`src/rtl/axis_byte_packer_pkg.sv`:
```
// Shared types and sizing helpers for the AXIS byte packer.
// Latency: n/a (declarations only).
// Backpressure: n/a.
package axis_byte_packer_pkg;

  typedef logic [7:0] byte_t;

  // Default build matches a 24-bit processor input word.
  localparam int unsigned DEFAULT_WORD_WIDTH = 24;
  localparam int unsigned WORD_BYTES         = DEFAULT_WORD_WIDTH / 8;

  function automatic int unsigned word_bytes(input int unsigned word_width);
    return word_width / 8;
  endfunction

  // Byte counter width; never narrower than one bit so WORD_BYTES==1 still builds.
  function automatic int unsigned cnt_width(input int unsigned n_bytes);
    return (n_bytes <= 2) ? 1 : $clog2(n_bytes);
  endfunction

  localparam int unsigned CNT_WIDTH = cnt_width(WORD_BYTES);

endpackage

```
`src/rtl/axis_byte_packer_idle_timer.sv`:
```
// Idle counter: counts enabled cycles, pulses expire on the cycle it would reach LIMIT.
// Latency: expire is combinational from the count and en; the count clears on the next edge.
// Backpressure: none; en/clr are qualified by the parent. LIMIT==0 disables (expire tied 0).
// Ports: clk, arstn, en (count this cycle), clr (synchronous clear), expire (pulse).
module axis_byte_packer_idle_timer #(
  parameter int unsigned LIMIT = 1024
) (
  input  logic clk,
  input  logic arstn,
  input  logic en,
  input  logic clr,
  output logic expire
);

  if (LIMIT == 0) begin : g_off
    logic unused_inputs;
    assign unused_inputs = &{1'b0, clk, arstn, en, clr};
    assign expire = 1'b0;
  end else begin : g_on
    localparam int unsigned TW = $clog2(LIMIT + 1);

    logic [TW-1:0] tmr_q;
    logic [TW-1:0] tmr_d;
    logic          hit;

    // Expire on the increment that would land on LIMIT, so the counter never
    // holds LIMIT and can never wrap.
    assign hit    = en && (tmr_q == TW'(LIMIT - 1));
    assign expire = hit;

    always_comb begin
      tmr_d = tmr_q;
      if (clr || hit) begin
        tmr_d = '0;
      end else if (en) begin
        tmr_d = tmr_q + 1'b1;
      end
    end

    always_ff @(posedge clk or negedge arstn) begin
      if (!arstn) begin
        tmr_q <= '0;
      end else begin
        tmr_q <= tmr_d;
      end
    end
  end

endmodule

```
`src/rtl/axis_byte_packer.sv`:
```
// Packs WORD_BYTES consecutive 8-bit AXIS bytes (big-endian) into one WORD_WIDTH-bit beat.
// Latency: word valid one cycle after its final byte is accepted; 1 byte/cycle sustained.
// Backpressure: only the final byte of a word waits for a free/handing-off output register.
// Ports: clk, arstn; s_axis_* byte input; m_axis_* word output; drop = partial word discarded.
module axis_byte_packer
  import axis_byte_packer_pkg::*;
#(
  parameter int unsigned WORD_WIDTH   = 24,
  parameter int unsigned IDLE_TIMEOUT = 1024
) (
  input  logic                  clk,
  input  logic                  arstn,
  input  byte_t                 s_axis_tdata,
  input  logic                  s_axis_tvalid,
  output logic                  s_axis_tready,
  output logic [WORD_WIDTH-1:0] m_axis_tdata,
  output logic                  m_axis_tvalid,
  input  logic                  m_axis_tready,
  output logic                  drop
);

  localparam int unsigned NB = word_bytes(WORD_WIDTH);
  localparam int unsigned CW = cnt_width(NB);

  if ((WORD_WIDTH % 8) != 0 || WORD_WIDTH < 8) begin : g_bad_width
    $error("axis_byte_packer: WORD_WIDTH must be a non-zero multiple of 8");
  end

  logic [CW-1:0]         cnt_q, cnt_d;
  logic                  m_vld_q, m_vld_d;
  logic [WORD_WIDTH-1:0] m_dat_q, m_dat_d;
  logic                  drop_q, drop_d;

  logic                  is_last;
  logic                  accept;
  logic                  expire;
  logic                  tmr_en;
  logic                  tmr_clr;
  logic [WORD_WIDTH-1:0] word_full;

  assign is_last       = (cnt_q == CW'(NB - 1));
  // Non-final bytes never wait; the final byte needs the output register free
  // now or handing off in this same cycle.
  assign s_axis_tready = !is_last || !m_vld_q || m_axis_tready;
  assign accept        = s_axis_tvalid && s_axis_tready;

  if (NB == 1) begin : g_no_shift
    assign word_full = s_axis_tdata;
  end else begin : g_shift
    localparam int unsigned SW = WORD_WIDTH - 8;
    logic [SW-1:0] sh_q, sh_d;

    always_comb begin
      sh_d = sh_q;
      if (accept && !is_last) begin
        sh_d = (sh_q << 8) | SW'(s_axis_tdata);
      end
    end

    always_ff @(posedge clk or negedge arstn) begin
      if (!arstn) begin
        sh_q <= '0;
      end else begin
        sh_q <= sh_d;
      end
    end

    assign word_full = {sh_q, s_axis_tdata};
  end

  // Only a starved partial word ages; a downstream stall holds the count.
  assign tmr_en  = (cnt_q != '0) && !s_axis_tvalid && s_axis_tready;
  assign tmr_clr = accept || (cnt_q == '0);

  axis_byte_packer_idle_timer #(
    .LIMIT (IDLE_TIMEOUT)
  ) u_idle_timer (
    .clk    (clk),
    .arstn  (arstn),
    .en     (tmr_en),
    .clr    (tmr_clr),
    .expire (expire)
  );

  always_comb begin
    cnt_d   = cnt_q;
    m_vld_d = m_vld_q;
    m_dat_d = m_dat_q;
    drop_d  = 1'b0;

    if (m_vld_q && m_axis_tready) begin
      m_vld_d = 1'b0;
    end

    if (accept) begin
      if (is_last) begin
        // Overrides the handoff clear above: back-to-back words, no bubble.
        m_dat_d = word_full;
        m_vld_d = 1'b1;
        cnt_d   = '0;
      end else begin
        cnt_d = cnt_q + 1'b1;
      end
    end else if (expire) begin
      // Stale shift contents are harmless: a new word overwrites every slot.
      cnt_d  = '0;
      drop_d = 1'b1;
    end
  end

  always_ff @(posedge clk or negedge arstn) begin
    if (!arstn) begin
      cnt_q   <= '0;
      m_vld_q <= 1'b0;
      m_dat_q <= '0;
      drop_q  <= 1'b0;
    end else begin
      cnt_q   <= cnt_d;
      m_vld_q <= m_vld_d;
      m_dat_q <= m_dat_d;
      drop_q  <= drop_d;
    end
  end

  assign m_axis_tvalid = m_vld_q;
  assign m_axis_tdata  = m_dat_q;
  assign drop          = drop_q;

endmodule

```
`config.mk`:
```
export PLATFORM = sky130hd
export DESIGN_NAME = axis_byte_packer
export DESIGN_NICKNAME = d
export VERILOG_FILES = /design/src/rtl/axis_byte_packer_pkg.sv /design/src/rtl/axis_byte_packer_idle_timer.sv /design/src/rtl/axis_byte_packer.sv
export SDC_FILE = /design/constraint.sdc
export NUM_CORES = 1
export LEC_CHECK = 0
export ABC_CLOCK_PERIOD_IN_PS = 1900
export BUFFER_PORTS_ARGS = -buffer_cell sky130_fd_sc_hd__buf_2
export CORE_AREA = 2 2 52 102
export DETAILED_ROUTE_END_ITERATION = 12
export DIE_AREA = 0 0 54 104
export PLACE_DENSITY = 0.79
export SLEW_MARGIN = 30
export SYNTH_ARGS = -nofsm -noshare
export SYNTH_HDL_FRONTEND = slang
export SYNTH_SLANG_ARGS = --single-unit
```
`constraint.sdc`:
```
create_clock -name clk -period 1.9 [get_ports clk]
set_input_delay 0.285 -clock clk [delete_from_list [all_inputs] [get_ports clk]]
set_output_delay 0.285 -clock clk [all_outputs]
set_load 0.02 [all_outputs]
```
==> impl_metrics.env <==
export IMPL_outcome="complete, no violations"
export IMPL_ir_drop_mv=0.938
export IMPL_area_growth_pct=17.7
export IMPL_syn_area_per_cell_um2=14.1
export IMPL_drive_gt1_frac=0.464
export IMPL_synthCells=162
export IMPL_rsz0062_at_grt="no"
export IMPL_vias=1359
export IMPL_cts_resized=0
export IMPL_io_buffers=38
export IMPL_syn_nets=175
export IMPL_clock_sinks=55
export IMPL_min_from="m_axis_tready"
export IMPL_arrival_ns=2.00
export IMPL_crit_required_ns=2.08
export IMPL_pre_cts_slack_ns=0.0626
export IMPL_maxCapViolCount=0
export IMPL_cts_tree="yes"
export IMPL_setup_violations=0
export IMPL_die_area_um2=5620
export IMPL_critical_path_class="reg -> reg"
export IMPL_final_common_cell="dfrtp_1"
export IMPL_post_cts_buffers=0
export IMPL_worstPathMaxFanout=25
export IMPL_r2r_slack_ns=0.09
export IMPL_finClkSkew_ns=0.00992
export IMPL_cp_slowest_stage_delay_ns=0.42
export IMPL_tightest_slew_ns=0.605
export IMPL_hold_slack_ns=0.171
export IMPL_routedWlPerCell_um=13.6
export IMPL_critical_path_cell_chain="and4bb_1, clkinv_8, nand2_2, or3_1, buf_12, mux2_4"
export IMPL_gp_congestion=0.814
export IMPL_cts_buffers=5
export IMPL_io_pins=39
export IMPL_slew_headroom=0.597
export IMPL_top_layer="met4"
export IMPL_layout_common_cells="dfrtp_1, buf_2, mux2_2"
export IMPL_grt_start_max_net_pins=31
export IMPL_period_needed_ns=1.81
export IMPL_grt_pass1_vias=1433
export IMPL_yosysUniqueCellTypes=26
export IMPL_diodes=0
export IMPL_yosysSeqAreaShare=0.601
export IMPL_dr_wl_met3_um=141
export IMPL_crit_path_start_kind="register"
export IMPL_antenna_found_initial=0
export IMPL_pwr_density_cell_nw_per_um2=1480
export IMPL_hold_path_cell_count=2
export IMPL_syn_area_um2=2290
export IMPL_synth_top_area_cell="dfrtp_1"
export IMPL_cts_htree_levels=2
export IMPL_synth_area_leaders="dfrtp_1, mux2_4, mux2_2, xnor2_1, nor2_1"
export IMPL_grt_use_total=0.147
export IMPL_hp_class="in -> reg"
export IMPL_fp_dieH_um=104
export IMPL_rows=36
export IMPL_drtIter0Drc=12
export IMPL_period_share=0.955
export IMPL_fmax_mhz=551
export IMPL_die_w_um=54
export IMPL_ys_seq_elements=55
export IMPL_root_buffer="clkbuf_8"
export IMPL_drc=0
export IMPL_final_nets=223
export IMPL_worst_slack_ns=0.0854
export IMPL_initial_core_util=0.471
export IMPL_gr_total_overflow=0
export IMPL_clk_pin_slew_worst_paths_ns=0.10
export IMPL_synth_top_area_share=0.601
export IMPL_timing_setup_tns_ns=0
export IMPL_drt_first_pass_iters=4
export IMPL_critPathSlowestCell="dfrtp_2"
export IMPL_routed_wl_um=3650
export IMPL_dpl_hpwl_um=2680
export IMPL_finalHoldViolations=0
export IMPL_ys_warn_count=0
export IMPL_wl_met1_um=1520
export IMPL_dr_wl_met2_um=1900
export IMPL_final_antenna_net_count=0
export IMPL_finalMaxSlewViolations=0
export IMPL_routed_via_density=5.07
export IMPL_reg2reg_depth=6
export IMPL_worstReg2RegStart="m_axis_tvalid"
export IMPL_power_w=0.00399
export IMPL_cts_hold_buf=1
export IMPL_clk_latency_ns=0.30
export IMPL_r2r_end="m_axis_tdata[10]"
export IMPL_core_area_um2=4860
export IMPL_crit_start="m_axis_tvalid"
export IMPL_endpoint_kind="register"
export IMPL_utilization=0.555
export IMPL_grt_first_pass_wirelength_um=6130
export IMPL_leakage_nw=1.29
export IMPL_clk_path_buf_depth=2
export IMPL_hold_end="m_axis_tvalid"
## cells in the mapped netlist (all sizes together)
master,count
and4bb,1
nor4,3
clkbuf,2
xor2,3
or3,2
dfrtp,55
buf,4
nor2,13
a21oi,2
nor3,1
nor4b,1
mux2,40
nand4,2
or4,1
nand3,3
clkinv,1
o21ai,6
nand2,12
inv,2
xnor2,6
o22ai,1
ha,1
## cells by family (layout without fill, tap and decap cells)
| logic type | count (synthesis) | after routing | synth area share |
|---|---|---|---|
| mux | 40 | 40 | 0.228 |
| compound gates | 9 | 9 | 0.0218 |
| simple gates | 39 | 39 | 0.0814 |
| buf+inv | 9 | 58 | 0.0284 |
| fa+ha+maj | 1 | 1 | 0.00546 |
| flops | 55 | 55 | 0.601 |
| xor+xnor | 9 | 9 | 0.0344 |
## report_power, final
group / switching, W / internal [W]
clock: 0.000361 / 0.000260
combinational: 0.000739 / 0.000787
sequential: 0.000237 / 0.00161
total: 0.00134 / 0.00266
## how the worst max path moves through the flow
| stage | end | slack (ns) | cells after the start |
|---|---|---|---|
| after CTS | m_axis_tdata[2] | 0.08 | 6 |
| final | m_axis_tdata[10] | 0.09 | 6 |
| after global routing | m_axis_tdata[4] | 0.02 | 6 |
| after global placement | m_axis_tdata[2] | 0.12 | 7 |
| after detailed placement | m_axis_tdata[2] | 0.06 | 7 |
| after floorplan | m_axis_tdata[14] | -0.01 | 8 |
## state kept, by name, summed over array words and instances, names as in the netlist
signal and cells:
cnt_q 2, drop 1, g_shift.sh_q 16, m_axis_tdata 24
m_axis_tvalid 1, u_idle_timer.g_on.tmr_q 11
## cell type report
type,instances,area (um2)
Tap cell,57,71.3
Timing Repair Buffer,47,285
Inverter,3,23.8
Clock inverter,3,18.8
Fill cell,411,2170
Sequential cell,55,1380
Multi-Input combinational cell,98,852
Clock buffer,5,68.8
## stage by stage
step / cell area [um2] / instances
floorplan: 2310 / 162
detailed placement: 2600 / 259
global route: 2700 / 268
finish: 2700 / 268
CTS: 2700 / 268
global placement: 2600 / 259
## per-layer routing
| layer | track usage | up-vias |
|---|---|---|
| li1 | - | 656 |
| met1 | 0.164 | 663 |
| met2 | 0.239 | 33 |
| met3 | 0.0345 | 7 |
| met4 | 0.0875 | 0 |
| met5 | 0 | - |
## worst max-delay path: cells and delay by family (launching register included)
family                 cells  cell delay, ns
buffers and inverters      2            0.27
DFF                        1            0.42
muxes                      1            0.31
and+or+nand+nor            3            0.68
Note: power is estimated with default switching activity, not from simulation.
